[src/rtl/seg7_scan_mux.sv]
// seg7_scan_mux: multiplexed 7-segment display driver.
//
// The block scans NUM_DIGITS digits over one shared segment bus and decodes
// hex digits 0-F. It also provides per-digit decimal points, optional
// leading-zero blanking, PWM brightness control, and a dead time at the start
// of each digit slot. New data is taken through a valid/ready handshake and is
// copied into the displayed set only at a frame boundary. Because of this, one
// frame never shows a mix of old and new data.
//
// Ports:
//   clock       system clock
//   reset       asynchronous, active-high reset
//   load_valid  new display data is offered
//   load_ready  the block can accept data (idle, with no load pending)
//   load_data   one hex nibble per digit; nibble d is digit d (digit 0 = LSD)
//   load_dp     decimal point for each digit, 1 = lit
//   lzb_en      leading-zero blanking enable, sampled live
//   brightness  PWM duty control (all-ones = 100 %, 0 = dark), sampled live
//   units       digit enables, polarity set by DIG_ACTIVE_LOW
//   segments    {dp,g,f,e,d,c,b,a}, polarity set by SEG_ACTIVE_LOW
module seg7_scan_mux #(
  parameter int unsigned NUM_DIGITS     = 8,
  parameter int unsigned CLK_DIV        = 25000,
  parameter int unsigned DEAD_CYCLES    = 2,
  parameter int unsigned BRIGHT_BITS    = 4,
  parameter bit          SEG_ACTIVE_LOW = 1'b1,
  parameter bit          DIG_ACTIVE_LOW = 1'b1
) (
  input  logic                    clock,
  input  logic                    reset,
  input  logic                    load_valid,
  output logic                    load_ready,
  input  logic [4*NUM_DIGITS-1:0] load_data,
  input  logic [NUM_DIGITS-1:0]   load_dp,
  input  logic                    lzb_en,
  input  logic [BRIGHT_BITS-1:0]  brightness,
  output logic [NUM_DIGITS-1:0]   units,
  output logic [7:0]              segments
);

  localparam int unsigned PreW = (CLK_DIV > 1) ? $clog2(CLK_DIV) : 1;
  localparam int unsigned IdxW = (NUM_DIGITS > 1) ? $clog2(NUM_DIGITS) : 1;

  localparam logic [PreW-1:0]       PreLast  = PreW'(CLK_DIV - 1);
  localparam logic [PreW-1:0]       PreDead  = PreW'(DEAD_CYCLES);
  localparam logic [IdxW-1:0]       IdxLast  = IdxW'(NUM_DIGITS - 1);
  // Levels that mean "off" on the pins. XOR with these converts an
  // active-high value into the polarity of the pin.
  localparam logic [NUM_DIGITS-1:0] UnitsOff = {NUM_DIGITS{DIG_ACTIVE_LOW}};
  localparam logic [7:0]            SegOff   = {8{SEG_ACTIVE_LOW}};

  typedef enum logic [0:0] {
    StIdle,
    StPending
  } load_state_e;

  // Hex decode to the lit segments, with bit 0 = a and bit 6 = g.
  function automatic logic [6:0] hex_to_seg(input logic [3:0] nib);
    logic [6:0] seg;
    unique case (nib)
      4'h0: seg = 7'h3F;
      4'h1: seg = 7'h06;
      4'h2: seg = 7'h5B;
      4'h3: seg = 7'h4F;
      4'h4: seg = 7'h66;
      4'h5: seg = 7'h6D;
      4'h6: seg = 7'h7D;
      4'h7: seg = 7'h07;
      4'h8: seg = 7'h7F;
      4'h9: seg = 7'h6F;
      4'hA: seg = 7'h77;
      4'hB: seg = 7'h7C;
      4'hC: seg = 7'h39;
      4'hD: seg = 7'h5E;
      4'hE: seg = 7'h79;
      4'hF: seg = 7'h71;
      default: seg = 7'h00;
    endcase
    return seg;
  endfunction

  // ---------------------------------------------------------------------------
  // Scan timing: prescaler, digit index and free-running PWM counter
  // ---------------------------------------------------------------------------
  logic [PreW-1:0]        pre_q, pre_d;
  logic [IdxW-1:0]        idx_q, idx_d;
  logic [BRIGHT_BITS-1:0] pwm_q, pwm_d;
  logic                   slot_tick;
  logic                   frame_end;

  assign slot_tick = (pre_q == PreLast);
  assign frame_end = slot_tick && (idx_q == IdxLast);
  assign pwm_d     = pwm_q + BRIGHT_BITS'(1);

  always_comb begin
    pre_d = pre_q + PreW'(1);
    idx_d = idx_q;
    if (slot_tick) begin
      pre_d = '0;
      idx_d = (idx_q == IdxLast) ? '0 : idx_q + IdxW'(1);
    end
  end

  always_ff @(posedge clock or posedge reset) begin
    if (reset) begin
      pre_q <= '0;
      idx_q <= '0;
      pwm_q <= '0;
    end else begin
      pre_q <= pre_d;
      idx_q <= idx_d;
      pwm_q <= pwm_d;
    end
  end

  // ---------------------------------------------------------------------------
  // Load handshake. Accepted data waits in the pending register and is moved
  // to the active register on the next frame-end tick. That tick is the same
  // edge on which idx wraps to 0, so the new frame starts with the new data.
  // ---------------------------------------------------------------------------
  load_state_e             state_q, state_d;
  logic [4*NUM_DIGITS-1:0] pend_data_q, pend_data_d;
  logic [NUM_DIGITS-1:0]   pend_dp_q, pend_dp_d;
  logic [4*NUM_DIGITS-1:0] act_data_q, act_data_d;
  logic [NUM_DIGITS-1:0]   act_dp_q, act_dp_d;

  always_comb begin
    state_d     = state_q;
    pend_data_d = pend_data_q;
    pend_dp_d   = pend_dp_q;
    act_data_d  = act_data_q;
    act_dp_d    = act_dp_q;
    load_ready  = 1'b0;
    unique case (state_q)
      StIdle: begin
        load_ready = 1'b1;
        // A frame end seen in this state does not commit anything. Data
        // accepted on a frame-end edge therefore waits a full frame.
        if (load_valid) begin
          pend_data_d = load_data;
          pend_dp_d   = load_dp;
          state_d     = StPending;
        end
      end
      StPending: begin
        if (frame_end) begin
          act_data_d = pend_data_q;
          act_dp_d   = pend_dp_q;
          state_d    = StIdle;
        end
      end
      default: state_d = StIdle;
    endcase
  end

  always_ff @(posedge clock or posedge reset) begin
    if (reset) begin
      state_q     <= StIdle;
      pend_data_q <= '0;
      pend_dp_q   <= '0;
      act_data_q  <= '0;
      act_dp_q    <= '0;
    end else begin
      state_q     <= state_d;
      pend_data_q <= pend_data_d;
      pend_dp_q   <= pend_dp_d;
      act_data_q  <= act_data_d;
      act_dp_q    <= act_dp_d;
    end
  end

  // ---------------------------------------------------------------------------
  // Leading-zero blanking. A digit is blanked only when every digit above it
  // is blanked too, so the scan runs from the most significant digit down.
  // ---------------------------------------------------------------------------
  logic [NUM_DIGITS-1:0] blank;
  logic                  above;

  always_comb begin
    blank = '0;
    above = 1'b1;
    for (int d = NUM_DIGITS - 1; d >= 1; d--) begin
      blank[d] = lzb_en && above && (act_data_q[4*d +: 4] == 4'h0) && !act_dp_q[d];
      above    = blank[d];
    end
  end

  // ---------------------------------------------------------------------------
  // Output selection and registered pin drive
  // ---------------------------------------------------------------------------
  logic [NUM_DIGITS-1:0] onehot;
  logic [3:0]            cur_nib;
  logic                  cur_dp;
  logic                  cur_blank;
  logic                  pwm_on;
  logic                  drive;
  logic [NUM_DIGITS-1:0] units_d;
  logic [7:0]            seg_d;

  always_comb begin
    onehot    = '0;
    cur_nib   = 4'h0;
    cur_dp    = 1'b0;
    cur_blank = 1'b0;
    for (int d = 0; d < NUM_DIGITS; d++) begin
      if (idx_q == IdxW'(d)) begin
        onehot[d] = 1'b1;
        cur_nib   = act_data_q[4*d +: 4];
        cur_dp    = act_dp_q[d];
        cur_blank = blank[d];
      end
    end
  end

  // All-ones brightness is a special case. Without it, pwm < brightness would
  // be false for one cycle in every PWM period.
  assign pwm_on = (brightness == {BRIGHT_BITS{1'b1}}) || (pwm_q < brightness);
  assign drive  = (pre_q >= PreDead) && pwm_on && !cur_blank;

  always_comb begin
    units_d = UnitsOff;
    seg_d   = SegOff;
    if (drive) begin
      units_d = onehot ^ UnitsOff;
      seg_d   = {cur_dp, hex_to_seg(cur_nib)} ^ SegOff;
    end
  end

  always_ff @(posedge clock or posedge reset) begin
    if (reset) begin
      units    <= UnitsOff;
      segments <= SegOff;
    end else begin
      units    <= units_d;
      segments <= seg_d;
    end
  end

endmodule

[config.mk]
export PLATFORM = sky130hd
export DESIGN_NAME = seg7_scan_mux
export DESIGN_NICKNAME = d
export VERILOG_FILES = /design/src/rtl/seg7_scan_mux.sv
export SDC_FILE = /design/constraint.sdc
export NUM_CORES = 1
export LEC_CHECK = 0
export CORE_MARGIN = 2
export CORE_UTILIZATION = 45
export CTS_CLUSTER_SIZE = 14
export DETAILED_ROUTE_END_ITERATION = 16
export PLACE_DENSITY = 0.67
export SETUP_SLACK_MARGIN = 0.2
export SYNTH_ARGS = -nofsm -noshare
export SYNTH_HDL_FRONTEND = slang
export SYNTH_SLANG_ARGS = --single-unit
[constraint.sdc]
create_clock -name clock -period 3.8 [get_ports clock]
set_clock_uncertainty 0.05 [all_clocks]
set_input_delay 0.38 -clock clock [delete_from_list [all_inputs] [get_ports clock]]
set_output_delay 0.38 -clock clock [all_outputs]
set_load 0.005 [all_outputs]
==> reports/metrics.cfg <==
[outcome]
outcome = finished, final reports clean

[grt]
grt_pass1_wl_mm = 19.1
grt_antenna_before_repair = 0
grt.total_usage = 0.190
grt_max_degree = 71
grt_pass1_vias = 3754
grt_overflow = 0

[floorplanning]
rows = 40
die_w_um = 114
dieArea_sq_um = 13100
start_util = 0.457
core_area_sq_um = 12000
io_pins = 65
fp.dieH_um = 114

[timing]
fin_crit_ns = 2.98
finalCritPeriodShare = 0.784
rsz0062_at_grt = no
fin_tns_setup_ns = 0
setup_viol = 0
fmax_ghz = 0.335
finalMaxSlewViolations = 0
worstMarginPinSlew_ns = 1.07
final-hold-violation-count = 0
slew-limit-headroom = 0.288

[finish]
area_growth_pct = 24.4
nets = 587
n_antenna_cell = 0
layout_commonest_cell = dfrtp_1
most-common-layout-cells = 103 x dfrtp_1, 64 x clkdlybuf4s50_1, 47 x mux2_2
layout-drive-gt1-share = 0.206

[yosys]
syn_nets = 519
synth_enable_flop_cells = 0
synth_cells = 454
synth_cell_types = 53
seq_area_frac_synth = 0.548
synthesis.area_sq_um = 5470
synthFlopType = dfrtp_1
yosys_warnings = 0
synthArstFlopShare = 1.00
synth_area_per_cell_sq_um = 12.1
ys_ff_latch = 119

[flow_run]
cap_viol_max_count = 0

[clock_network]
clk_pin_slew_ns = 0.05
htreeDepth = 4
cts_sinks = 119
postCtsHoldBufs = 0
cts_setup_buffers = 0
cts_buffer_depth = 2
cts_buffers = 17
clk_latency_ns = 0.41
ctsResizeCount = 0
cts_tree = built
clock-root-buffer = clkbuf_16

[drt]
dr.pass1.iters = 4
post_drt_wl_per_cell_um = 16.3
wl_mm = 11.1
ant_nets = 0
vias = 3637
drc = 0
viasPerCell = 5.33
dr.first_iter.drc_count = 213

[pwr]
power_density_nw_per_um2 = 431
p_sw_mw = 0.606
p_clk_frac = 0.493
p_seq_frac = 0.461
ir_worst_vdd_uv = 283
power_mw = 2.93
power_leakage_nw = 3.07
power_switching_share = 0.207
p_int_mw = 2.33
combPwrFrac = 0.046

[setup_path]
path_class = reg -> reg
arrival_ns = 3.25
worst_ep_required_time_ns = 4.07
critPathLaunchType = flop
cp_max_fo = 23
cp-end-kind = flop

[min_path]
min_path_type = reg -> reg

[placement]
port_buffers = 64
hpwl_mm = 7.78
routabilityCongestion = 0.894

[state kept, by name, summed over array words and instances (netlist names)]
register,flops
units,8
idx_q,3
pwm_q,4
act_dp_q,8
state_q,1
pre_q,15
pend_data_q,32
act_data_q,32
segments,8
pend_dp_q,8
[worst max-delay path: stages (launching register included)]
cell,delay [ns]
dfrtp_1,0.41
inv_1,0.11
ha_1,0.67
a221oi_1,0.21
o22ai_1,0.23
nand2_1,0.08
mux2i_1,0.30
inv_1,0.16
ha_1,0.27
nor2b_1,0.14
a211oi_1,0.16
o21ai_0,0.11
[cells in the mapped netlist, drive strengths merged (8+ instances only)]
master,count,area share
nand3,23,0.021
nor3,9,0.0091
xor2,8,0.013
a21oi,16,0.015
dfstp,16,0.077
clkbuf,11,0.0075
xnor2,8,0.013
nand2,27,0.019
mux2,76,0.16
buf,12,0.016
nor2,24,0.016
o21ai,16,0.015
ha,17,0.039
inv,18,0.012
dfrtp,103,0.47
[metal layers]
layer	part of all wire	track usage	vias up
li1	-	-	1741
met1	0.46	0.251	1815
met2	0.49	0.298	71
met3	0.039	0.0545	10
met4	0.013	0.0748	0
met5	0	0	-
[metrics by stage]
| stage | setup WS (ns) | util | area (sq um) | hold WS (ns) | std cells |
|---|---|---|---|---|---|
| floorplan | 0.239 | - | 5470 | 0.385 | 454 |
| global placement | 0.963 | 0.523 | 6250 | 0.412 | 650 |
| detailed placement | 0.853 | 0.523 | 6250 | 0.426 | 650 |
| CTS | 0.830 | 0.569 | 6810 | 0.438 | 682 |
| global route | 0.543 | 0.569 | 6810 | 0.452 | 682 |
| finish | 0.819 | 0.569 | 6810 | 0.436 | 682 |
[cell type report]
type,count,area (sq um)
timing repair buffer,72,713
sequential,119,3000
fill,993,5160
tap,147,184
clock buffer,25,505
inverter,19,73.8
clock inverter,7,46.3
multi-input combinational,293,2280
[worst paths after layout]
path,from,end,slack (ns),depth (start not counted)
min reg2reg,pre_q[12],pre_q[12],0.44,1
max,idx_q[0],segments[3],0.82,11
max reg2reg,idx_q[0],segments[3],0.82,11
max in group asynchronous,reset,units[2],2.41,3
min in group asynchronous,reset,pend_data_q[4],0.46,2
min,pre_q[12],pre_q[12],0.44,1
[logic make-up after synthesis]
logic type      after synthesis  synth area share
compound gates               59            0.0695
xor+xnor                     16            0.0256
mux                          82             0.167
buf+inv                      42            0.0361
simple gates                119             0.115
fa+ha+maj                    17            0.0389
flops                       119             0.548
[power by group through the flow]
stage / combinational, mW / clock [mW] / sequential [mW]
after floorplan: 0.0700 / 0 / 1.36
after global placement: 0.135 / 0 / 1.37
after detailed placement: 0.139 / 0 / 1.37
after CTS: 0.140 / 1.48 / 1.35
after global routing: 0.151 / 1.54 / 1.36
final: 0.136 / 1.45 / 1.35
(Power assumes the default switching activity.)
